**config.mk**
```make
export PLATFORM = sky130hd
export DESIGN_NAME = bcd_conv_arbiter
export DESIGN_NICKNAME = d
export VERILOG_FILES = /design/src/rtl/bcd_conv_arbiter.sv
export SDC_FILE = /design/constraint.sdc
export NUM_CORES = 1
export LEC_CHECK = 0
export BUFFER_PORTS_ARGS = -buffer_cell sky130_fd_sc_hd__buf_2
export CAP_MARGIN = 20
export CORE_MARGIN = 2
export CORE_UTILIZATION = 35
export DETAILED_ROUTE_END_ITERATION = 12
export GPL_TIMING_DRIVEN = 0
export PLACE_DENSITY = 0.66
export SYNTH_ARGS = -nofsm -noshare
export SYNTH_HDL_FRONTEND = slang
export SYNTH_SLANG_ARGS = --single-unit
```
**constraint.sdc**
```tcl
create_clock -name clk -period 2.13 [get_ports clk]
set_input_delay 0.213 -clock clk [delete_from_list [all_inputs] [get_ports clk]]
set_output_delay 0.213 -clock clk [all_outputs]
set_load 0.005 [all_outputs]
```
**src/rtl/bcd_conv_arbiter.sv**
```systemverilog
// Round-robin arbiter sharing one bin2bcd converter among N_REQ requesters.
// Optional conversion timeout is enabled with `define BCD_ARB_TIMEOUT_EN.
module bcd_conv_arbiter #(
    parameter int N_REQ       = 4,
    parameter int BIN_W       = 8,
    parameter int BCD_W       = 12,
    parameter int FLUSH_CYC   = 40,
    parameter int TIMEOUT_CYC = 63
) (
    input  logic                   clk,
    input  logic                   rst,
    input  logic [N_REQ-1:0]       req,
    input  logic [N_REQ*BIN_W-1:0] bin_in,
    output logic [N_REQ-1:0]       gnt,
    output logic [N_REQ-1:0]       done,
    output logic [BCD_W-1:0]       bcd_out,
    output logic                   busy,
    output logic                   err_timeout,
    output logic                   conv_en,
    output logic [BIN_W-1:0]       conv_bin,
    input  logic [BCD_W-1:0]       conv_bcd,
    input  logic                   conv_rdy
);
    localparam int IW    = (N_REQ > 1) ? $clog2(N_REQ) : 1;
    localparam int CMAX  = (FLUSH_CYC > TIMEOUT_CYC) ? FLUSH_CYC : TIMEOUT_CYC;
    localparam int CW    = $clog2(CMAX + 1);

    typedef enum logic [2:0] {FLUSH, IDLE, LAUNCH, WAIT, DELIVER} state_t;

    state_t          state;
    // One counter serves both the post-reset flush and the WAIT timeout.
    logic [CW-1:0]   cnt;
    logic [IW-1:0]   rr_ptr;
    logic [IW-1:0]   idx;
    logic [IW-1:0]   pick_idx;
    logic            pick_vld;
`ifdef BCD_ARB_TIMEOUT_EN
    logic            to_flush;
`endif

    // Scan from the highest offset down so the lowest offset from rr_ptr wins.
    always_comb begin
        int k;
        pick_vld = 1'b0;
        pick_idx = '0;
        k        = 0;
        for (int i = N_REQ - 1; i >= 0; i--) begin
            k = int'(rr_ptr) + i;
            if (k >= N_REQ) k = k - N_REQ;
            if (req[k]) begin
                pick_vld = 1'b1;
                pick_idx = IW'(k);
            end
        end
    end

    always_ff @(posedge clk) begin
        if (rst) begin
            state    <= FLUSH;
            cnt      <= '0;
            rr_ptr   <= '0;
            idx      <= '0;
            gnt      <= '0;
            done     <= '0;
            bcd_out  <= '0;
            busy     <= 1'b1;
            conv_en  <= 1'b0;
            conv_bin <= '0;
`ifdef BCD_ARB_TIMEOUT_EN
            err_timeout <= 1'b0;
            to_flush    <= 1'b0;
`endif
        end else begin
            done    <= '0;
            conv_en <= 1'b0;
            case (state)
                FLUSH: begin
                    if (cnt == CW'(FLUSH_CYC - 1)) begin
                        state <= IDLE;
                        busy  <= 1'b0;
                        cnt   <= '0;
                    end else begin
                        cnt <= cnt + 1'b1;
                    end
                end
                IDLE: begin
                    if (pick_vld) begin
                        idx      <= pick_idx;
                        conv_bin <= bin_in[pick_idx*BIN_W +: BIN_W];
                        gnt      <= N_REQ'(1) << pick_idx;
                        conv_en  <= 1'b1;
                        busy     <= 1'b1;
                        state    <= LAUNCH;
                    end
                end
                LAUNCH: begin
                    cnt   <= '0;
                    state <= WAIT;
                end
                WAIT: begin
                    if (conv_rdy) begin
                        bcd_out <= conv_bcd;
                        done    <= gnt;
                        state   <= DELIVER;
                    end
`ifdef BCD_ARB_TIMEOUT_EN
                    else if (cnt == CW'(TIMEOUT_CYC - 1)) begin
                        err_timeout <= 1'b1;
                        bcd_out     <= '1;
                        done        <= gnt;
                        to_flush    <= 1'b1;
                        state       <= DELIVER;
                    end else begin
                        cnt <= cnt + 1'b1;
                    end
`endif
                end
                DELIVER: begin
                    gnt    <= '0;
                    rr_ptr <= (idx == IW'(N_REQ - 1)) ? '0 : idx + 1'b1;
`ifdef BCD_ARB_TIMEOUT_EN
                    // A converter that timed out may still be mid-conversion.
                    if (to_flush) begin
                        to_flush <= 1'b0;
                        cnt      <= '0;
                        state    <= FLUSH;
                    end else begin
                        busy  <= 1'b0;
                        state <= IDLE;
                    end
`else
                    busy  <= 1'b0;
                    state <= IDLE;
`endif
                end
                default: state <= FLUSH;
            endcase
        end
    end

`ifndef BCD_ARB_TIMEOUT_EN
    assign err_timeout = 1'b0;
`endif

endmodule

```
# After elaboration in Yosys (flattened, before gate mapping)
# Cells that the tools add are included.
[op_classes] shifts=2 reduce_logical=11 n_mux=37 eq_ne=9 order_cmp=8 addsub=9 bitwise=3
[ops] operator="< comparator 32 x 4 -> 1 bit, second input constant" count=4
[ops] operator="2-to-1 mux 32 bit" count=4
[ops] operator="indexed part select 32 x 6 -> 8 bit" count=1
[ops] operator="2-to-1 mux 1 bit" count=15
[ops] operator="one-hot mux 3 bit (5 select lines)" count=1
[ops] operator="one-hot mux 6 bit (2 select lines)" count=1
[ops] operator="subtractor 3 x 3 -> 4 bit, second input constant" count=3
[ops] operator="2-to-1 mux 2 bit" count=5
[ops] operator=">= comparator 3 bit, second input constant" count=3
[ops] operator="2-to-1 mux 3 bit" count=3
[ops] operator="binary-select mux 1 bit (select 2 bit)" count=4
[ops] operator="one-hot mux 4 bit (2 select lines)" count=1
[ops] operator="adder 2 x 2 -> 3 bit, second input constant" count=2
[ops] operator="adder 6 x 1 -> 6 bit, second input constant" count=1
[ops] operator="equality test 3 x 2 -> 1 bit, second input constant" count=2
[ops] operator="equality test 6 bit, second input constant" count=1
[ops] operator="2-to-1 mux 6 bit" count=1
[ops] operator="inequality test 2 bit, second input constant" count=3
[ops] operator="AND reduction 2 bit" count=3
[ops] operator="AND reduction 3 bit" count=2
[ops] operator="2-to-1 mux 4 bit" count=1
[ops] operator="nonzero test 2 bit" count=2
[ops] operator="<< shifter 1 x 2 -> 4 bit, first input constant" count=1
[ops] operator="subtractor 2 x 3 -> 4 bit, second input constant" count=1
[ops] operator="other kinds (12)" count=14
[totals] inputBits=51 elab_cells=89 out_inout_bits=31 register_bits=43

# Logic depth before layout (Yosys ltp)
[depth] word_depth=13 mapped_depth=6 ltp_nobuf=6

# Least setup slack after synthesis
# No wires, ideal clock.
[synth_timing] path_kind="flip-flop to flip-flop" start="register state[2]" end="register cnt[5]" period_less_slack_ps=1514 setup_time_ps=70 t_required_ps=2060 n_path_buf=1 arrival_time_ps=1443 path_stages_with_launch=6 setup_slack_ps=616 cell_sequence="dfxtp_1 > buf_6 > or3_4 > o21bai_4 > or3_1 > a21oi_1"
[synth_via] elab_chain_cells=2 elab_cells_between_ends=4 cone_classes="1 x eq/ne; 1 x mux; 2 x reduce/logical"
[synth_lines] element="start: declaration" line="30" text="state_t state;"
[synth_lines] element="start signal: assignment" line="59" text="state <= FLUSH;"
[synth_lines] element="start signal: assignment" line="79" text="state <= IDLE;"
[synth_lines] element="start signal: assignment" line="93" text="state <= LAUNCH;"
[synth_lines] element="equality test 3 x 2 -> 1 bit or zero test 3 bit (tied branches)" line="76" text="case (state)"
[synth_lines] element="one-hot mux 6 bit (2 select lines) or nonzero test 2 bit (tied branches)"
[synth_lines] element="end signal: assignment" line="83" text="cnt <= cnt + 1'b1;"
[synth_lines] element="end: declaration" line="32" text="logic [CW-1:0] cnt;"
# Several ways; a longest one is shown, not always the timed one.
# A chain may end at the register's enable or synchronous reset.

# Worst setup path in the final report
[layout_timing] start="register state[1]" end="register bcd_out[3]"
[layout_via] elab_chain_cells=2
[layout_lines] element="equality test 3 x 2 -> 1 bit" line="76"
[layout_lines] element="AND reduction 2 bit (no line)"
[layout_lines] element="end signal: assignment" line="102" text="bcd_out <= conv_bcd;"
[layout_lines] element="end: declaration" line="16" text="output logic [BCD_W-1:0] bcd_out,"
# Every way passes these cells.

==> results.txt <==
The flow ran to the end, and the final reports show no timing, DRC or antenna violations. The detailed router placed 1,867 vias in this run. For the final routed database, the setup TNS stands at 0 ns. The critical path is of the reg2reg type. The total routed wirelength is 4830 um.

The clock transition at the registers of the reported paths came out at 0.08 ns. The buffer type at the clock tree root is clkbuf_8. The maximum fanout along the worst path is 10. The clock network latency to the later pin of the worst-skew pair is 0.29 ns. The DRC marker count from the first detailed-route iteration is 106.

The internal power component is 1.14 mW. Counting flops and latches in the post-synthesis netlist gives 43. Counting the fill cells in the layout gives 551. The cts-stage hold buffer count is 0. Gates resized during post-CTS repair numbered 0. The final count of pins violating max slew came out at 0. After detailed routing, the number of remaining DRC violations is 0. The number of buffers between clock root and the deepest sink is 2. The overall fraction of global-route tracks in use came out at 16.2%. The chip width came out at 77.9 um. The routability-driven placement congestion ratio came out at 0.804. STA classifies the critical path startpoint as a register.

The overall power is 1.48 mW. Averaged over all synthesized cells, the footprint is 8.61 sq um. The row count is 26. The switching power is 0.338 mW. The starting density of the core came out at 36.7%. The TritonCTS sink count came out at 43.

The total of warnings raised by yosys is 0. The area added between synthesis and finish came out at 30.1%. The dominant register cell in the synthesized netlist is dfxtp_1. The worst path needs 1.99 ns of the cycle, external delays included.

Summing every instance area after synthesis gives 1910 sq um. The area of combinational cells with multiple inputs came out at 966 sq um. At the pin with the least slew margin, the transition time is 0.929 ns. Of the synthesized area, sequential elements account for 45.0%. The count of mapped cells out of synthesis came out at 222.

Entering global routing, the biggest net connects 13 pins. The number of nets in the layout came out at 362. The placeable core area came out at 5200 sq um. The buffer count from post-CTS setup fixing came out at 0. The arrival time at the worst endpoint is 2.21 ns. In this run the number of H-tree levels came out at 2. The global-route wire length before repair is 7910 um. At the placement stage, the worst setup path has a slack of 0.194 ns. The average routed wire per standard cell is 12.7 um. Pin placement for this block handled 82 I/O pins. The count of input and output buffers came out at 80. Leaving out fill and tap cells, the most frequent cell in the layout is buf_2. The total die area came out at 6070 sq um. The total grt overflow came out at 0. The wire-length estimate of the detail-placed layout is 3570 um. The capturing element type of the critical path is a register. The CTS buffer count is 5. The number of optimization iterations in the first detailed-route pass came out at 4. The final worst setup slack came out at 0.141 ns. The share of power burned in registers came out at 55.3%. The average via count per standard cell is 4.93. The fraction of the cycle the final worst path needs is 93.4%. In this run the static leakage power is 1.17 nW.

The initial antenna violation count was 0. The max-capacitance violation count is 0. Derived from the worst setup path, the maximum achievable clock frequency is 503 MHz. Measured against its own limit, the worst slew margin works out to 37.6%. The share of async-settable or async-resettable flops after synthesis is 0%. The number of enable-type register cells in the synthesized netlist came out at 0. Leaving out fill and tap cells, the most frequent cells in the layout are buf_2, dfxtp_1, nand2_1, a21oi_1, nand3_1. Setup repair after global routing left no endpoint under its margin. Setup violations remaining at the end of the flow were counted as 0. The number of unique standard cell types used by synthesis is 38. The worst-case IR drop observed on VDD is 0.000399 V. The type of the worst min-delay path is in2reg. The worst endpoint required time came out at 2.35 ns.

Dividing total power by cell area gives a power density of 593 nW/um^2. The floorplan die height came out at 77.9 um. The final hold violation count came out at 0. TritonCTS built the clock tree. The largest clock skew in the final design is 0.00782 ns. In this run, the combinational gates consume 9.7% of the power. Once layout is complete, the cells apart from fillers number 379. The count of nets left with antenna violations once routing finished came out at 0. The ratio of cells with drive above 1 in the final layout is 32.4%. The number of antenna cells inserted came out at 0.

The clock share of power came out at 34.9%. The share of total power consumed by net switching came out at 22.9%. The register area is 861 sq um.

The via count of the first global-routing pass is 1,707. The total placed cells including tap cells came out at 372. Synthesis produced a netlist with a net count of 275.
==> critical path, cell delays in order, from the launching register on <==
cell     delay, ns
dfxtp_1       0.31
buf_2         0.18
inv_1         0.11
nor3_1        0.76
buf_2         0.37
nand2_1       0.08
a21oi_1       0.12
==> sequential cells by signal, summed over array words and instances (netlist names) <==
register  flops
bcd_out      12
gnt           4
conv_bin      8
conv_en       1
state         3
rr_ptr        2
cnt           6
busy          1
done          4
idx           2
==> through the flow <==
stage	utilization, %	hold WS [ns]	cell area, sq um
floorplan	-	0.349	1910
global placement	46.1	0.441	2400
detailed placement	46.1	0.445	2400
CTS	47.8	0.147	2490
global route	47.8	0.147	2490
finish	47.8	0.153	2490
==> cell type report <==
type                    instances  area share, %
multi-input cells             163           38.8
flip-flops and latches         43           34.6
repair buffers                 80           16.1
well taps                      70           3.52
clock buffers                   6           3.32
plain buffers                  13           2.97
inverters                       3          0.453
clock inverters                 1          0.201
==> power by group through the flow <==
stage | sequential [mW] | clock, mW | combinational (mW)
floorplan | 0.834 | 0 | 0.0776
global placement | 0.835 | 0 | 0.143
detailed placement | 0.835 | 0 | 0.145
CTS | 0.816 | 0.534 | 0.145
global route | 0.818 | 0.571 | 0.161
finish | 0.816 | 0.516 | 0.144
==> synth_stat cells, types with 2 or more instances <==
master	instances	share of area [%]
nor2b_1	4	1.3
buf_2	5	1.3
o221ai_1	8	3.7
buf_6	2	1.2
mux2i_1	16	8.4
and3_1	5	1.6
inv_1	2	0.39
ha_1	2	1.3
or3_1	3	0.98
nor3b_1	2	0.79
dfxtp_1	43	45
nand3_1	22	5.8
clkbuf_1	5	0.98
nor3_1	2	0.52
nand2b_1	3	0.98
a21oi_1	27	7.1
nor2_1	13	2.6
o21ai_0	5	1.3
nand2_1	34	6.7
==> cells by family after synthesis <==
group / share of synthesized area, %
flops: 45.0
fa+ha+maj: 1.31
simple gates: 24.3
mux: 8.38
buf+inv: 4.45
other cells: 0.196
compound gates: 16.4
==> layer usage <==
layer  GRT usage [%]  vias up  share of wire, %
li1                -      967                 -
met1            21.1      847                46
met2            25.7       48                47
met3            5.12        5               6.2
met4            4.74        0               1.1
met5               0        -                 0
==> worst paths after layout <==
path / start / end / slack [ns] / cells past startpoint
setup / recovery: state[1]$_SDFFE_PP0P_ / bcd_out[3]$_SDFFE_PP0N_ / 0.14 / 6
hold / removal: conv_bcd[9] / bcd_out[9]$_SDFFE_PP0N_ / 0.15 / 3
setup reg to reg: state[1]$_SDFFE_PP0P_ / bcd_out[3]$_SDFFE_PP0N_ / 0.14 / 6
hold reg to reg: bcd_out[1]$_SDFFE_PP0N_ / bcd_out[1]$_SDFFE_PP0N_ / 0.45 / 2
Note: power is estimated with default switching activity, not from simulation.
